### config.mk
export PLATFORM = sky130hd
export DESIGN_NAME = seq_event_logger
export DESIGN_NICKNAME = d
export VERILOG_FILES = /design/src/rtl/seq_det_pkg.sv /design/src/rtl/ts_fifo.sv /design/src/rtl/seq_event_logger.sv
export SDC_FILE = /design/constraint.sdc
export NUM_CORES = 1
export LEC_CHECK = 0
export ABC_AREA = 1
export CORE_MARGIN = 2
export CORE_UTILIZATION = 60
export DETAILED_ROUTE_END_ITERATION = 8
export PLACE_DENSITY = 0.79
export SLEW_MARGIN = 20
export SYNTH_ARGS = -nofsm -noshare
export SYNTH_HDL_FRONTEND = slang
export SYNTH_HIERARCHICAL = 1
export SYNTH_SLANG_ARGS = --single-unit
### constraint.sdc
create_clock -name clk -period 4.3 [get_ports clk]
set_input_delay 0.43 -clock clk [delete_from_list [all_inputs] [get_ports clk]]
set_output_delay 0.43 -clock clk [all_outputs]
set_load 0.05 [all_outputs]
### src/rtl/seq_det_pkg.sv
// Shared constants, types and helpers for the sequence-detector event logger.
package seq_det_pkg;

  localparam int TS_W_DEF  = 16;
  localparam int DEPTH_DEF = 8;
  localparam int CNT_W_DEF = 8;

  // Pointer width for a power-of-2 FIFO: one extra bit distinguishes full from empty.
  function automatic int ptr_w(input int depth);
    return $clog2(depth) + 1;
  endfunction

  localparam int PTR_W_DEF = ptr_w(DEPTH_DEF);

  typedef logic [TS_W_DEF-1:0] ts_t;

endpackage

### src/rtl/ts_fifo.sv
// Parameterised synchronous FIFO with wrap-bit pointers and an unregistered head output.
// A push while full is ignored unless a pop happens in the same cycle.
module ts_fifo
  import seq_det_pkg::*;
#(
  parameter int W     = TS_W_DEF,
  parameter int DEPTH = DEPTH_DEF
) (
  input  logic         clk,
  input  logic         rst,
  input  logic         i_clr,
  input  logic         i_push,
  input  logic         i_pop,
  input  logic [W-1:0] i_data,
  output logic [W-1:0] o_data,
  output logic         o_full,
  output logic         o_empty
);

  localparam int PW = ptr_w(DEPTH);
  localparam int AW = PW - 1;
  localparam logic [PW-1:0] PTR_ONE = {{(PW-1){1'b0}}, 1'b1};

  logic [PW-1:0] r_wptr;
  logic [PW-1:0] r_rptr;
  logic [W-1:0]  r_mem [DEPTH];
  logic          w_do_pop;
  logic          w_do_push;

  assign o_empty   = (r_wptr == r_rptr);
  assign o_full    = (r_wptr[AW] != r_rptr[AW]) && (r_wptr[AW-1:0] == r_rptr[AW-1:0]);
  assign w_do_pop  = i_pop & ~o_empty & ~i_clr;
  assign w_do_push = i_push & ~i_clr & (~o_full | w_do_pop);

  // Advance read/write pointers; clear returns both to zero.
  always_ff @(posedge clk or negedge rst) begin
    if (!rst) begin
      r_wptr <= '0;
      r_rptr <= '0;
    end else if (i_clr) begin
      r_wptr <= '0;
      r_rptr <= '0;
    end else begin
      if (w_do_push) r_wptr <= r_wptr + PTR_ONE;
      if (w_do_pop)  r_rptr <= r_rptr + PTR_ONE;
    end
  end

  // Storage write; contents are deliberately not reset.
  always_ff @(posedge clk) begin
    if (w_do_push) r_mem[r_wptr[AW-1:0]] <= i_data;
  end

  // Head data straight from storage, forced to zero when nothing is queued.
  always_comb begin
    if (o_empty) o_data = '0;
    else         o_data = r_mem[r_rptr[AW-1:0]];
  end

endmodule

### src/rtl/seq_event_logger.sv
// Timestamps detection pulses into a FIFO drained over valid/ready, and keeps
// a saturating detection count plus a sticky overflow flag.
// Optional feature: define SEQ_LOG_DROP_CNT_EN to add the drop_count output.
module seq_event_logger
  import seq_det_pkg::*;
#(
  parameter int TS_W  = TS_W_DEF,
  parameter int DEPTH = DEPTH_DEF,
  parameter int CNT_W = CNT_W_DEF
) (
  input  logic             clk,
  input  logic             rst,
  input  logic             detected,
  input  logic             clr,
  output logic             ts_valid,
  input  logic             ts_ready,
  output logic [TS_W-1:0]  ts_data,
  output logic             full,
  output logic             empty,
  output logic [CNT_W-1:0] count,
  output logic             overflow
`ifdef SEQ_LOG_DROP_CNT_EN
  ,output logic [CNT_W-1:0] drop_count
`endif
);

  localparam logic [TS_W-1:0]  TS_ONE  = {{(TS_W-1){1'b0}}, 1'b1};
  localparam logic [CNT_W-1:0] CNT_ONE = {{(CNT_W-1){1'b0}}, 1'b1};
  localparam logic [CNT_W-1:0] CNT_MAX = {CNT_W{1'b1}};

  logic [TS_W-1:0]  r_ts;
  logic [CNT_W-1:0] r_count;
  logic             r_overflow;
  logic             w_full;
  logic             w_empty;
  logic             w_pop;
  logic             w_push;
  logic             w_drop;

  // Clear wins over both push and pop; a full FIFO accepts a push only alongside a pop.
  assign w_pop  = ~w_empty & ts_ready & ~clr;
  assign w_push = detected & ~clr & (~w_full | w_pop);
  assign w_drop = detected & ~clr & w_full & ~w_pop;

  ts_fifo #(
    .W     (TS_W),
    .DEPTH (DEPTH)
  ) u_fifo (
    .clk     (clk),
    .rst     (rst),
    .i_clr   (clr),
    .i_push  (w_push),
    .i_pop   (w_pop),
    .i_data  (r_ts),
    .o_data  (ts_data),
    .o_full  (w_full),
    .o_empty (w_empty)
  );

  assign ts_valid = ~w_empty;
  assign full     = w_full;
  assign empty    = w_empty;
  assign count    = r_count;
  assign overflow = r_overflow;

  // Free-running timestamp counter; wraps naturally at 2^TS_W.
  always_ff @(posedge clk or negedge rst) begin
    if (!rst)      r_ts <= '0;
    else if (clr)  r_ts <= '0;
    else           r_ts <= r_ts + TS_ONE;
  end

  // Saturating total of all detections, dropped ones included.
  always_ff @(posedge clk or negedge rst) begin
    if (!rst)                                r_count <= '0;
    else if (clr)                            r_count <= '0;
    else if (detected && (r_count != CNT_MAX)) r_count <= r_count + CNT_ONE;
    else                                     r_count <= r_count;
  end

  // Sticky flag recording that at least one timestamp was lost.
  always_ff @(posedge clk or negedge rst) begin
    if (!rst)        r_overflow <= 1'b0;
    else if (clr)    r_overflow <= 1'b0;
    else if (w_drop) r_overflow <= 1'b1;
    else             r_overflow <= r_overflow;
  end

`ifdef SEQ_LOG_DROP_CNT_EN
  logic [CNT_W-1:0] r_drop_count;

  assign drop_count = r_drop_count;

  // Saturating count of timestamps lost to a full FIFO.
  always_ff @(posedge clk or negedge rst) begin
    if (!rst)                                     r_drop_count <= '0;
    else if (clr)                                 r_drop_count <= '0;
    else if (w_drop && (r_drop_count != CNT_MAX)) r_drop_count <= r_drop_count + CNT_ONE;
    else                                          r_drop_count <= r_drop_count;
  end
`endif

endmodule

==> results.json, run 1 <==
{
  "place_hpwl_mm": 10.2,
  "crit_top_cell": "inv_1",
  "r2r_start": "u_fifo/r_rptr[1]$_DFFE_PN0P_",
  "cp.depth": 13,
  "fmax_mhz": 316,
  "critical_path_class": "reg -> reg",
  "start_util_pct": 61.1,
  "wirelength_mm": 16.8,
  "syn_nets": 645,
  "die_w_um": 112,
  "ys_types": 33,
  "cts_resized": 0,
  "synth_seq_area_share_pct": 67.3,
  "cts_setup_buffers": 0,
  "cpPeakStageDelay_ns": 0.58,
  "reg2reg_to": "u_fifo/r_mem[7][12]$_DFFE_PP_",
  "finalWeightedCongestion": 0.919,
  "cts_buffer_depth": 2,
  "post_drt_wl_per_cell_um": 20.3,
  "diodes": 0,
  "htreeDepth": 4,
  "dr.pass1.iters": 6,
  "critPathSlowestCell": "dfrtp_1",
  "drv_cap": 0,
  "worst_pin_slew_ns": 0.692,
  "worstRegToRegCells": 13,
  "insertion_delay_ns": 0.42,
  "critPathTopFamily": "buffers and inverters",
  "p_leak_nw": 2.93,
  "drc": 0,
  "regArea_mm2": 0.00467,
  "cts_tree": "done",
  "grt_overflow": 0,
  "rsz0062_at_grt": "no",
  "skew_ns": 0.00948,
  "clockRootBuffer": "clkbuf_16",
  "fp.dieArea_mm2": 0.0124,
  "grt_pass1_vias": 4849,
  "cp_cell_sequence": "inv_2 > nand2_1 > nand2_1 > nor2_4 > nand3_2 > inv_1 > inv_1 > nand3_1 > a21oi_1 > inv_1 > nor2_1 > nand3_1 > inv_1",
  "syn2layout_area_growth_pct": 15.5,
  "dr_total_vias": 5125,
  "ys.warnings.count": 6,
  "grt_max_degree": 67,
  "rows": 39,
  "status": "completed",
  "syn_area_per_cell_um2": 10.9,
  "synth_seq_cells": 161,
  "antenna_left": 0,
  "cp_max_fo": 19,
  "drt-vias-per-instance": 6.19,
  "start_kind": "flop",
  "cts_buffers": 17,
  "holdWs_ns": 0.424,
  "min_path_type": "in -> async",
  "syn_inst": 636,
  "vdd_drop_max_mv": 0.284,
  "finalCoreUtilization_pct": 70.5,
  "path_buf_inv": 5,
  "crit_start": "u_fifo/r_rptr[1]$_DFFE_PN0P_",
  "drt_iter0_drc": 917,
  "post-route-period-util_pct": 73.7,
  "crit_path_end_kind": "flop",
  "io_pins": 33,
  "multi_input_area_mm2": 0.00203,
  "cts.sinks": 161,
  "grt_pass1_wl_mm": 26.6,
  "drv_slew": 0,
  "final_nets": 681,
  "antenna_found_initial": 0,
  "min_period_ns": 3.17,
  "slew_headroom_pct": 53.8,
  "hold_buffers": 0,
  "fillers": 756,
  "drive_above_1_share_pct": 13.4,
  "grt_use_total_pct": 28.4,
  "r2r_slack_ns": 1.13,
  "p_per_area_mw_per_mm2": 443,
  "synth_area_mm2": 0.00694,
  "crit_end": "u_fifo/r_mem[7][12]$_DFFE_PP_",
  "arrival_ns": 3.22,
  "die_h_um": 112,
  "crit_required_ns": 4.35,
  "setup_viol": 0,
  "core-area_mm2": 0.0114,
  "tns_ns": 0,
  "portBuffers": 32,
  "final_hold_viol_count": 0,
  "cts.clk_slew.worst_paths_ns": 0.06
}
[per-stage QoR]
step,setup WS [ns],cell area [um2],total power [mW],std cells
after floorplan,0.346,6940,1.88,636
after global placement,1.21,7380,1.95,796
after detailed placement,1.15,7380,1.96,796
after CTS,1.22,8020,3.57,828
after global routing,0.987,8020,3.64,828
final,1.13,8020,3.56,828
[synth_stat cells, drive strengths merged]
cell | n | area, um2
nor2 | 166 | 663
edfxtp | 128 | 3840
nand2 | 85 | 342
o21ai | 75 | 383
dfrtp | 33 | 826
inv | 27 | 101
nand3 | 25 | 135
buf | 17 | 104
o211ai | 16 | 120
o22ai | 16 | 100
clkbuf | 12 | 46.3
nand4 | 9 | 71.3
a21oi | 8 | 40.0
xor2 | 5 | 43.8
ha | 4 | 50.1
nor3 | 4 | 20.0
xnor2 | 3 | 33.8
a31oi | 1 | 6.26
clkinv | 1 | 3.75
o2bb2ai | 1 | 8.76
[logic make-up (layout without fill, tap and decap cells)]
logic type	count (synthesis)	count (layout)	synth area share (%)
compound gates	117	117	9.48
xor+xnor	8	8	1.12
fa+ha+maj	4	4	0.721
buf+inv	57	106	3.68
flops	161	161	67.3
simple gates	289	289	17.7
[registers in the layout, indices dropped and copies added (netlist names)]
signal and cells:
count 8, u_fifo/r_rptr 4, r_ts 16, u_fifo/r_mem 128
u_fifo/r_wptr 4, overflow 1
[report_power, final]
group	internal (mW)	switching [mW]	leakage, nW
registers	1.68	0.0183	1.56
clock network	1.00	0.625	0.304
logic	0.0628	0.166	1.07
[placed cells by master, fill, tap and decap left out, types with 13 or more instances in the layout]
| cell type | synthesis | layout |
|---|---|---|
| nor2_1 | 156 | 156 |
| inv_1 | 26 | 25 |
| clkdlybuf4s50_1 | 0 | 13 |
| nand3_1 | 23 | 23 |
| dfrtp_1 | 33 | 32 |
| clkbuf_16 | 0 | 17 |
| o211ai_1 | 16 | 16 |
| o22ai_1 | 16 | 16 |
| buf_4 | 5 | 32 |
| edfxtp_1 | 128 | 128 |
| nand2_1 | 78 | 78 |
| o21ai_0 | 71 | 71 |
[worst min path at each step]
stage / to / slack [ns] / cells past startpoint / startpoint
after floorplan: count[0]$_DFFE_PN0P_ / 0.13 / 0 / rst
after global placement: overflow$_DFFE_PN0P_ / 0.50 / 1 / overflow$_DFFE_PN0P_
after detailed placement: overflow$_DFFE_PN0P_ / 0.52 / 1 / overflow$_DFFE_PN0P_
after CTS: count[2]$_DFFE_PN0P_ / 0.43 / 2 / rst
after global routing: r_ts[1]$_DFF_PN0_ / 0.48 / 2 / rst
final: r_ts[1]$_DFF_PN0_ / 0.42 / 2 / rst
[layer usage]
metal  vias up  GRT usage, %  wire, um
li1       2278             -         -
met4         0          10.0       539
met3        57          8.49      1800
met5         -             0         0
met2       326          43.3      7980
met1      2464          39.5      6520
[area by class of cell]
cell class                      instances  share of cell area (%)
Clock buffer                           19                    5.52
Timing Repair Buffer                   46                    4.87
Inverter                               28                    1.31
Sequential cell                       161                    58.3
Clock inverter                         13                    2.47
Tap cell                              143                    2.23
Multi-Input combinational cell        418                    25.3
Power figures use the tool's default switching activity.
==> inputs of run 2 (changes only) <==
- clock period: 4.3 -> 3 ns (I/O delays scaled with it)
==> run 2 against run 1 <==
Net effect: combinational power rose by 49%; hold slack got worse by 0.071 ns; die area did not move; utilization rose by 0.47 points; fmax grew 15%; sequential power is 43% higher; routed wire length decreased by 8.4%; clock skew decreased by 0.0031 ns; critical path type unchanged; critical endpoint is now u_fifo/r_mem[4][10]$_DFFE_PP_; highest routed layer unchanged.
==> results.json, run 2 (synthesis results as in run 1) <==
{
  "status": "completed",
  "cts.sinks": 161,
  "fp.dieArea_mm2": 0.0124,
  "cts_resized": 0,
  "post-route-period-util_pct": 91.5,
  "reg2reg_to": "u_fifo/r_mem[4][10]$_DFFE_PP_",
  "syn2layout_area_growth_pct": 16.3,
  "cts.clk_slew.worst_paths_ns": 0.06,
  "crit_end": "u_fifo/r_mem[4][10]$_DFFE_PP_",
  "p_leak_nw": 2.92,
  "cp_max_fo": 16,
  "grt_pass1_wl_mm": 24.7,
  "start_kind": "flop",
  "dr.pass1.iters": 5,
  "finalCoreUtilization_pct": 71.0,
  "cts_buffers": 17,
  "rsz0062_at_grt": "no",
  "wirelength_mm": 15.4,
  "worst_pin_slew_ns": 0.796,
  "final_nets": 684,
  "p_per_area_mw_per_mm2": 593,
  "drv_cap": 0,
  "core-area_mm2": 0.0114,
  "cts_buffer_depth": 2,
  "io_pins": 33,
  "grt_overflow": 0,
  "min_path_type": "in -> async",
  "slew_headroom_pct": 46.7,
  "crit_required_ns": 3.05,
  "start_util_pct": 61.1,
  "r2r_slack_ns": 0.25,
  "drt_iter0_drc": 495,
  "vdd_drop_max_mv": 0.315,
  "rows": 39,
  "grt_max_degree": 67,
  "antenna_found_initial": 0,
  "drc": 0,
  "drive_above_1_share_pct": 15.6,
  "die_h_um": 112,
  "min_period_ns": 2.75,
  "fmax_mhz": 364,
  "clockRootBuffer": "clkbuf_16",
  "drv_slew": 0,
  "crit_start": "u_fifo/r_wptr[0]$_DFFE_PN0P_",
  "insertion_delay_ns": 0.41,
  "layout_common_cells": "nor2_1, edfxtp_1, nand2_1",
  "place_hpwl_mm": 9.99,
  "r2r_start": "u_fifo/r_wptr[0]$_DFFE_PN0P_",
  "dr_total_vias": 4948,
  "drt-vias-per-instance": 5.95,
  "tns_ns": 0,
  "portBuffers": 32,
  "cts_setup_buffers": 0,
  "largest_reg_flops": 128,
  "final_hold_viol_count": 0,
  "grt_use_total_pct": 25.9,
  "diodes": 0,
  "arrival_ns": 2.79,
  "mostFrequentLayoutCell": "nor2_1",
  "antenna_left": 0,
  "worstRegToRegCells": 13,
  "numPlacedInstances": 799,
  "grt_pass1_vias": 4590,
  "cts_tree": "done",
  "hold_buffers": 0,
  "setup_viol": 0,
  "fillers": 773,
  "critical_path_class": "reg -> reg",
  "htreeDepth": 4,
  "fin_cells": 831,
  "skew_ns": 0.00641,
  "post_drt_wl_per_cell_um": 18.6,
  "finalWeightedCongestion": 0.874,
  "crit_path_end_kind": "flop",
  "die_w_um": 112
}
==> run 2: stage by stage <==
stage / instance area [um2] / worst slack, ns / power, mW / hold WS (ns)
global placement: 7510 / 0.382 / 2.81 / 0.481
detailed placement: 7510 / 0.296 / 2.82 / 0.489
global route: 8070 / 0.0733 / 4.94 / 0.419
floorplan: 7060 / -0.00497 / 2.70 / 0.00441
finish: 8070 / 0.254 / 4.79 / 0.353
CTS: 8070 / 0.270 / 4.82 / 0.375
==> run 2: critical path, stage by stage, from the launching register on <==
cell	delay [ns]
dfrtp_1	0.43
inv_4	0.15
nand2_2	0.07
nand2_2	0.07
nor2_4	0.05
nand3_2	0.09
clkinvlp_4	0.13
clkinvlp_4	0.09
nand3_2	0.08
a21oi_2	0.18
inv_1	0.09
nor2_4	0.19
nand3_2	0.26
nor2_4	0.49
==> run 2: final cells by class <==
| class | instances | area [um2] | area share [%] |
|---|---|---|---|
| Sequential cell | 161 | 4670 | 57.9 |
| Multi-Input combinational cell | 418 | 2120 | 26.3 |
| Clock buffer | 17 | 425 | 5.27 |
| Timing Repair Buffer | 49 | 425 | 5.27 |
| Tap cell | 143 | 179 | 2.22 |
| Clock inverter | 15 | 135 | 1.67 |
| Inverter | 28 | 115 | 1.43 |
==> run 2: power breakdown <==
part / internal (mW) / switching [mW] / leakage (nW)
registers: 2.41 / 0.0221 / 1.56
clock network: 1.15 / 0.865 / 0.254
logic: 0.0944 / 0.248 / 1.10
total: 3.65 / 1.13 / 2.92
==> run 2: worst min-delay path by stage <==
stage,depth (start not counted),start,end
global route,1,rst,u_fifo/r_rptr[3]$_DFFE_PN0P_
floorplan,0,rst,count[0]$_DFFE_PN0P_
finish,1,rst,overflow$_DFFE_PN0P_
CTS,1,rst,count[1]$_DFFE_PN0P_
detailed placement,1,overflow$_DFFE_PN0P_,overflow$_DFFE_PN0P_
global placement,1,overflow$_DFFE_PN0P_,overflow$_DFFE_PN0P_
==> run 2: routing by layer <==
metal | track usage [%] | up-vias | part of all wire, %
met2 | 39.4 | 222 | 47
met4 | 7.16 | 0 | 1.0
met5 | 0 | - | 0
met1 | 38.6 | 2413 | 43
met3 | 5.61 | 22 | 8.4
li1 | - | 2291 | -
